$ cat src/rtl/breadboard_sequencer.sv
// Playback controller: steps the Breadboard row index through a latched range, one row per beat, and registers each looked-up note.
// Latency: lut_idx = first_idx one cycle after an accepted start; note_out/note_valid follow one cycle after each new row.
// Backpressure: none; pause freezes stepping, stop aborts to idle and silences note_out.
module breadboard_sequencer #(
    parameter int TEMPO_W = 16
) (
    input  logic               clk,
    input  logic               rst_n,
    input  logic               start,
    input  logic               stop,
    input  logic               pause,
    input  logic               loop_en,
    input  logic [3:0]         first_idx,
    input  logic [3:0]         last_idx,
    input  logic [TEMPO_W-1:0] beat_len,
    output logic [3:0]         lut_idx,
    input  logic [9:0]         lut_data,
    output logic [9:0]         note_out,
    output logic               note_valid,
    output logic               busy,
    output logic               done
);

    typedef enum logic [1:0] {
        S_IDLE,
        S_PLAY,
        S_PAUSE,
        S_DONE
    } state_t;

    state_t             state_q, state_d;
    logic [3:0]         idx_q, idx_d;
    logic [3:0]         first_q, first_d;
    logic [3:0]         last_q, last_d;
    logic [TEMPO_W-1:0] beat_q, beat_d;
    logic [TEMPO_W-1:0] cnt_q, cnt_d;
    logic [9:0]         note_q, note_d;
    logic               nv_q, nv_d;
    logic               cap_q, cap_d;
    logic [TEMPO_W-1:0] beat_eff;

    assign beat_eff = (beat_len == '0) ? TEMPO_W'(1) : beat_len;

    always_comb begin
        state_d = state_q;
        idx_d   = idx_q;
        first_d = first_q;
        last_d  = last_q;
        beat_d  = beat_q;
        cnt_d   = cnt_q;
        note_d  = note_q;
        nv_d    = 1'b0;
        cap_d   = 1'b0;

        // cap_q marks that lut_idx changed on the previous edge, so lut_data now reflects the new row
        if (cap_q) begin
            note_d = lut_data;
            nv_d   = 1'b1;
        end

        case (state_q)
            S_IDLE, S_DONE: begin
                state_d = S_IDLE;
                if (start && !stop) begin
                    state_d = S_PLAY;
                    idx_d   = first_idx;
                    first_d = first_idx;
                    last_d  = last_idx;
                    beat_d  = beat_eff;
                    cnt_d   = beat_eff - TEMPO_W'(1);
                    cap_d   = 1'b1;
                end
            end
            S_PLAY, S_PAUSE: begin
                state_d = pause ? S_PAUSE : S_PLAY;
                // the beat counter runs in any busy cycle with pause low, so a pause of P cycles stretches a row by exactly P
                if (!pause) begin
                    if (cnt_q != '0) begin
                        cnt_d = cnt_q - TEMPO_W'(1);
                    end else begin
                        cnt_d = beat_q - TEMPO_W'(1);
                        if (idx_q != last_q) begin
                            idx_d = idx_q + 4'd1;
                            cap_d = 1'b1;
                        end else if (loop_en) begin
                            idx_d = first_q;
                            cap_d = 1'b1;
                        end else begin
                            state_d = S_DONE;
                        end
                    end
                end
            end
            default: state_d = S_IDLE;
        endcase

        if (stop && state_q != S_IDLE) begin
            state_d = S_IDLE;
            idx_d   = idx_q;
            cap_d   = 1'b0;
            note_d  = '0;
            nv_d    = 1'b0;
        end
    end

    always_ff @(posedge clk or negedge rst_n) begin
        if (!rst_n) begin
            state_q <= S_IDLE;
            idx_q   <= '0;
            first_q <= '0;
            last_q  <= '0;
            beat_q  <= TEMPO_W'(1);
            cnt_q   <= '0;
            note_q  <= '0;
            nv_q    <= 1'b0;
            cap_q   <= 1'b0;
        end else begin
            state_q <= state_d;
            idx_q   <= idx_d;
            first_q <= first_d;
            last_q  <= last_d;
            beat_q  <= beat_d;
            cnt_q   <= cnt_d;
            note_q  <= note_d;
            nv_q    <= nv_d;
            cap_q   <= cap_d;
        end
    end

    assign lut_idx    = idx_q;
    assign note_out   = note_q;
    assign note_valid = nv_q;
    assign busy       = (state_q == S_PLAY) || (state_q == S_PAUSE);
    assign done       = (state_q == S_DONE);

endmodule
$ cat config.mk
export PLATFORM = sky130hd
export DESIGN_NAME = breadboard_sequencer
export DESIGN_NICKNAME = d
export VERILOG_FILES = /design/src/rtl/breadboard_sequencer.sv
export SDC_FILE = /design/constraint.sdc
export NUM_CORES = 1
export LEC_CHECK = 0
export ABC_AREA = 0
export BUFFER_PORTS_ARGS = -buffer_cell sky130_fd_sc_hd__clkbuf_2
export CORE_MARGIN = 5
export CORE_UTILIZATION = 51
export DETAILED_ROUTE_END_ITERATION = 16
export GPL_TIMING_DRIVEN = 0
export PLACE_DENSITY = 0.85
export SLEW_MARGIN = 20
export SYNTH_ARGS = -nofsm -noshare
export SYNTH_HDL_FRONTEND = slang
export SYNTH_SLANG_ARGS = --single-unit
$ cat constraint.sdc
create_clock -name clk -period 2.2 [get_ports clk]
set_input_delay 0.44 -clock clk [delete_from_list [all_inputs] [get_ports clk]]
set_output_delay 0.44 -clock clk [all_outputs]
set_load 0.02 [all_outputs]
### Word level (Yosys, flattened, before mapping)

Index checks and enable logic that the tools add are counted.

| word-level totals | value |
|---|---|
| flip-flop bits (word level) | 58 |
| word-level logic and storage cells | 66 |

| cells by class | value |
|---|---|
| add/subtract/negate cells | 4 |
| equal/unequal tests | 8 |
| multiplexer cells | 30 |
| bitwise gates (word level) | 1 |
| reductions and logical operators | 14 |

Operator list:

| operator | count |
|---|---|
| $mux W16 | 4 |
| $sub A16 B1 Y16 const B | 3 |
| $pmux W16 S2 | 1 |
| $mux W10 | 2 |
| $mux W4 | 5 |
| $logic_not A16 Y1 | 1 |
| $reduce_bool A16 Y1 | 1 |
| $mux W2 | 6 |
| $mux W1 | 9 |
| $pmux W4 S2 | 1 |
| $ne A2 B2 Y1 const B | 3 |
| $reduce_and A5 Y1 | 1 |
| $add A4 B1 Y4 const B | 1 |
| $eq A2 B2 Y1 const B | 2 |
| $ne A4 B4 Y1 | 1 |
| $pmux W2 S2 | 1 |
| $reduce_and A2 Y1 | 2 |
| $reduce_bool A2 Y1 | 2 |
| $reduce_or A2 Y1 | 2 |
| $ne A3 B3 Y1 const B | 1 |
| $eq A2 B1 Y1 const B | 1 |
| $logic_and A1 B1 Y1 | 2 |
| $logic_not A2 Y1 | 1 |
| $pmux W1 S2 | 1 |
| other kinds (3) | 3 |

### Depth between registers and ports, before layout

| depth | value |
|---|---|
| word-level depth | 7 |
| depth in mapped cells | 12 |
| mapped depth without buffers | 11 |

### Worst setup path before layout

No wires, ideal clock.

| path | value |
|---|---|
| path type | reg-to-reg |
| start point | register state_q[0] |
| end point | register cnt_q[8] |
| arrival time | 2.359 ns |
| required time | 2.077 ns |
| setup slack | -0.282 ns |
| stages on the path, launching flop included | 13 |
| buffers on the path | 2 |
| clock period less this slack | 2.482 ns |
| path through | dfrtp_1 > inv_1 > ha_1 > buf_6 > buf_12 > a311oi_1 > nor2_1 > inv_1 > ha_1 > nand3b_2 > nor2_1 > xor2_1 > a21oi_1 |

| between the ends | value |
|---|---|
| longest elaborated chain between the ends | 4 |

RTL lines:

| what | RTL line | RTL |
|---|---|---|
| start, declared | 31 | `state_t state_q, state_d;` |
| start signal, assigned | 118 | `state_q <= state_d;` |
| $eq A2 B2 Y1 (tied with other cells) | 61 | `case (state_q)` |
| $reduce_or A2 Y1 | 61 |  |
| $ne A2 B2 Y1 (no line) | - |  |
| $reduce_and A2 Y1 (no line) | - |  |
| end signal, assigned | 123 | `cnt_q <= cnt_d;` |
| end, declared | 36 | `logic [TEMPO_W-1:0] cnt_q, cnt_d;` |

Parallel ways exist; a longest one is shown, timed or not.
A chain may end at the register's enable or synchronous reset.

### Worst setup path in the final report

| path | value |
|---|---|
| start point | register state_q[1] |
| end point | register cnt_q[14] |

The elaborated chain is that of the path after synthesis.

==> results.txt <==
The flow ran to the end, but the final reports show violations. The final reports fail on negative setup slack. The tools report the overall routed net length as 11.7 mm. The share of the synthesized area in the top cell type works out to 43.7%. The count of pins over their slew limit was 0. The final routed DRC violation total is 0.

The tools report the total leakage power as 0.00205 uW. The startpoint identified for the worst register-to-register timing path is state_q[1]$_DFF_PN0_. The tools report the largest clock skew in the final design as 0.0110 ns.

The full die area was 0.00810 mm^2. The portion of the post-synthesis area used by sequential elements is 44.5%, and the clock tree buffer depth is 2. The number of clock buffers added by TritonCTS is 9.

For the worst-case headroom to the max-slew limit, the log shows 55.8%. The worst register-to-register path has a setup slack of -0.24 ns. On the critical path, the stage with the largest delay is an instance of dfrtp_1.

The root buffer cell was clkbuf_8. For this run, the detailed router's first-pass iteration total came to 5. The core box area is 0.00628 mm^2. The number of distinct library cells after synthesis is 53, and the number of nets in the layout is 465.

Pin placement for this block handled 57 I/O pins. For the number of buffers added to fix hold violations after cts, the log shows 0. At the end of routability-driven placement, the weighted congestion stood at 0.891.

The most common cell in the synthesized netlist is dfrtp_1. For this run, the number of Yosys warnings is 0. The cell count after placement was 430. Hold violation count in the final report: 0. Number of flops mapped to enable cells by yosys: 0. The die is 90.0 um wide.

The tools report the effective utilization at floorplan as 52.0%. Synthesis inferred 58 register bits. The critical path goes through inv_2 -> ha_4 -> buf_12 -> bufbuf_16 -> nor3_4 -> a31o_1 -> a31oi_4 -> nand3b_4 -> nor2_4 -> a21o_1 -> a31oi_1. The die is 90.0 um tall.

By count the netlist is led by dfrtp_1, nor2_1, mux2_2. Counting cells, the worst reg-to-reg path comes to 11. The number of antenna diodes in the final layout is 0. Setup violations remaining at the end of the flow were counted as 19.

The initial antenna violation count is 0, and the all-layer global routing usage is 24.2%. Clock-pin slew was measured on the worst setup and hold paths at 0.08 ns. The internal power is 4410 uW.

The worst supply voltage drop on vdd is 825 uV. The smallest setup slack after layout came out at -0.236 ns. Summing every instance area after synthesis gives 0.00326 mm^2. The proportion of synthesized flip-flops having asynchronous set or reset was 100%; the synthesized netlist net count was 340.

The worst setup path is launched from a flip-flop. For this design the total switching power over the nets is 3510 uW. The logs give 29 for the number of core rows and 38 for the pin count of the biggest net entering global routing. The top fanout value on the critical path came out at 6.

The kind of path behind the tightest hold check was primary input to asynchronous set/reset pin. The predominant post-synthesis flop cell was dfrtp_1. At the worst endpoint, the required time is 2.47 ns. Dividing total power by cell area gives a power density of 1680 mW/mm^2. STA puts the critical path data arrival time at 2.71 ns. Cell type with the largest total area after synthesis: dfrtp_1.

In the finished design, the share of the clock period the worst path needs comes to 111%. Of the cells placed in the final design, the portion with a size suffix greater than 1 is 54.5%. Summing internal, switching and leakage power gives 7920 uW. Average wire per cell in the routed design: 23.3 um.

The critical path class is flip-flop to flip-flop. For this run, the number of standard cells in the final layout without fillers is 503. The H-tree generated during clock tree synthesis spans 3 levels. At the pin with the least slew margin, the transition time is 0.664 ns. The first global-routing pass estimated 15.7 mm of wire.

In this run the tool buffered the top-level ports with 56 buffer cells. By area the synthesized netlist is led by dfrtp_1, mux2_2, mux2i_1, nor2_1, xnor2_1. The net switching fraction of the power is 44.3%. Via count of the first global-routing pass: 3,099. In the synthesized netlist, the number of instances is 296.

Detailed routing inserted a total of 3,162 vias. Detailed placement ended at an HPWL of 5.81 mm. TritonCTS built the clock tree. The minimum clock period is 2.44 ns.

Summed over all layers, the global routing overflow is 0. Across the run, the number of max-cap violations was 0. The worst stage delay on the critical path was 0.39 ns; the number of clock sinks was 58. The share of total power dissipated in combinational logic is 61.9%. The clock latency reported for the late side of the worst-skew pair was 0.35 ns. Per report_power, the sequential group accounts for 26.7% of the total. STA classifies the critical path endpoint as a flip-flop. Based on the critical path, the design can be clocked at up to 0.411 GHz. The detailed-route vias per instance was 6.29. Setup repair after global routing could not meet its margin everywhere. The tools report the capturing point of the worst reg2reg path as cnt_q[14]$_DFFE_PN0P_.

Share of total power in the clock network: 11.3%. The layout overhead on the synthesized area was 45.0%; the average cell area after synthesis was 11.0 um^2. The residual antenna-violating net count after detailed routing was 0. The first routing iteration left 285 violations.
-- registers in the layout, indices dropped and copies added, names as in the netlist --
register,cells
beat_q,16
cap_q,1
cnt_q,16
first_q,4
last_q,4
lut_idx,4
note_out,10
note_valid,1
state_q,2
-- cell usage in the layout, fill, tap and decap left out, types with 6 or more instances in the layout --
cell,n
buf_4,48
mux2i_1,16
nor2_2,6
buf_12,6
a21oi_1,14
nand2_1,14
dfrtp_1,56
clkbuf_2,55
nor2_1,36
a31oi_4,7
buf_6,9
clkbuf_8,9
xnor2_1,10
mux2_2,27
-- through the flow --
stage / hold WS [ns] / worst slack (ns) / instance area (um^2) / utilization (%) / setup TNS, ns
final: 0.00879 / -0.236 / 4730 / 75.3 / -2.54
after global routing: 0.0361 / -0.303 / 4730 / 75.3 / -4.25
after CTS: 0.0209 / -0.0519 / 4370 / 69.6 / -0.287
after detailed placement: 0.385 / -0.378 / 3710 / 59.2 / -7.38
after global placement: 0.490 / -0.338 / 3690 / 58.8 / -5.78
after floorplan: 0.144 / -0.0689 / 3310 / - / -0.337
-- worst max path at each step --
stage          cells after the start                    end                  from  slack (ns)
2_1_floorplan                     10  cnt_q[13]$_DFFE_PN0P_  state_q[0]$_DFF_PN0_       -0.07
3_3_place_gp                      11  cnt_q[14]$_DFFE_PN0P_           beat_len[9]       -0.34
3_5_place_dp                      11  cnt_q[14]$_DFFE_PN0P_           beat_len[9]       -0.38
4_1_cts                           10  cnt_q[13]$_DFFE_PN0P_  state_q[1]$_DFF_PN0_       -0.05
5_1_grt                           11  cnt_q[14]$_DFFE_PN0P_  state_q[1]$_DFF_PN0_       -0.30
6_report                          11  cnt_q[14]$_DFFE_PN0P_  state_q[1]$_DFF_PN0_       -0.24
-- cell families (layout without fill, tap and decap cells) --
kind of cell / after synthesis / in the layout / synth area share (%)
AND/OR/NAND/NOR: 94 / 94 / 15.7
AO/OA/AOI/OAI: 61 / 61 / 14.8
flip-flops: 58 / 58 / 44.5
multiplexers: 47 / 47 / 15.6
buffers and inverters: 19 / 149 / 4.30
XOR/XNOR: 13 / 13 / 3.49
adder cells (fa/ha/maj): 4 / 4 / 1.53
-- cell type report --
class                   instances  area (um^2)
plain buffers                  13          158
clock buffers                   9          124
clock inverters                 7         46.3
fillers                       342         1550
inverters                       5         18.8
multi-input cells             219         1980
flip-flops and latches         58         1450
well taps                      77         96.3
repair buffers                115          848
-- power groups by stage --
stage	clock, uW	sequential [uW]	combinational [uW]
finish	897	2120	4910
detailed placement	0	2020	3140
global placement	0	1980	3020
CTS	871	2030	4080
floorplan	0	2050	2350
global route	944	2160	5150
-- timing repair --
| item | in CTS | in global routing |
|---|---|---|
| setup endpoints to repair | 36 | 36 |
| gates cloned | 2 | 1 |
| setup buffers | 33 | 24 |
| resized for setup | 30 | 41 |
| hold endpoints to repair | 0 | 0 |
| pin swaps | 15 | 22 |
-- critical path, delay by kind of cell (launching register included) --
family | cells | cell delay, ns
compound gates | 4 | 0.83
fa+ha+maj | 1 | 0.31
buf+inv | 3 | 0.46
flops | 1 | 0.39
simple gates | 3 | 0.38
-- routing by layer --
metal	track usage (%)	vias to the layer above	wire length, um
met1	28.8	1558	4450
li1	-	1321	-
met5	0	-	0
met2	40.4	210	5640
met4	15.8	0	793
met3	3.76	73	840
(Power assumes the default switching activity.)
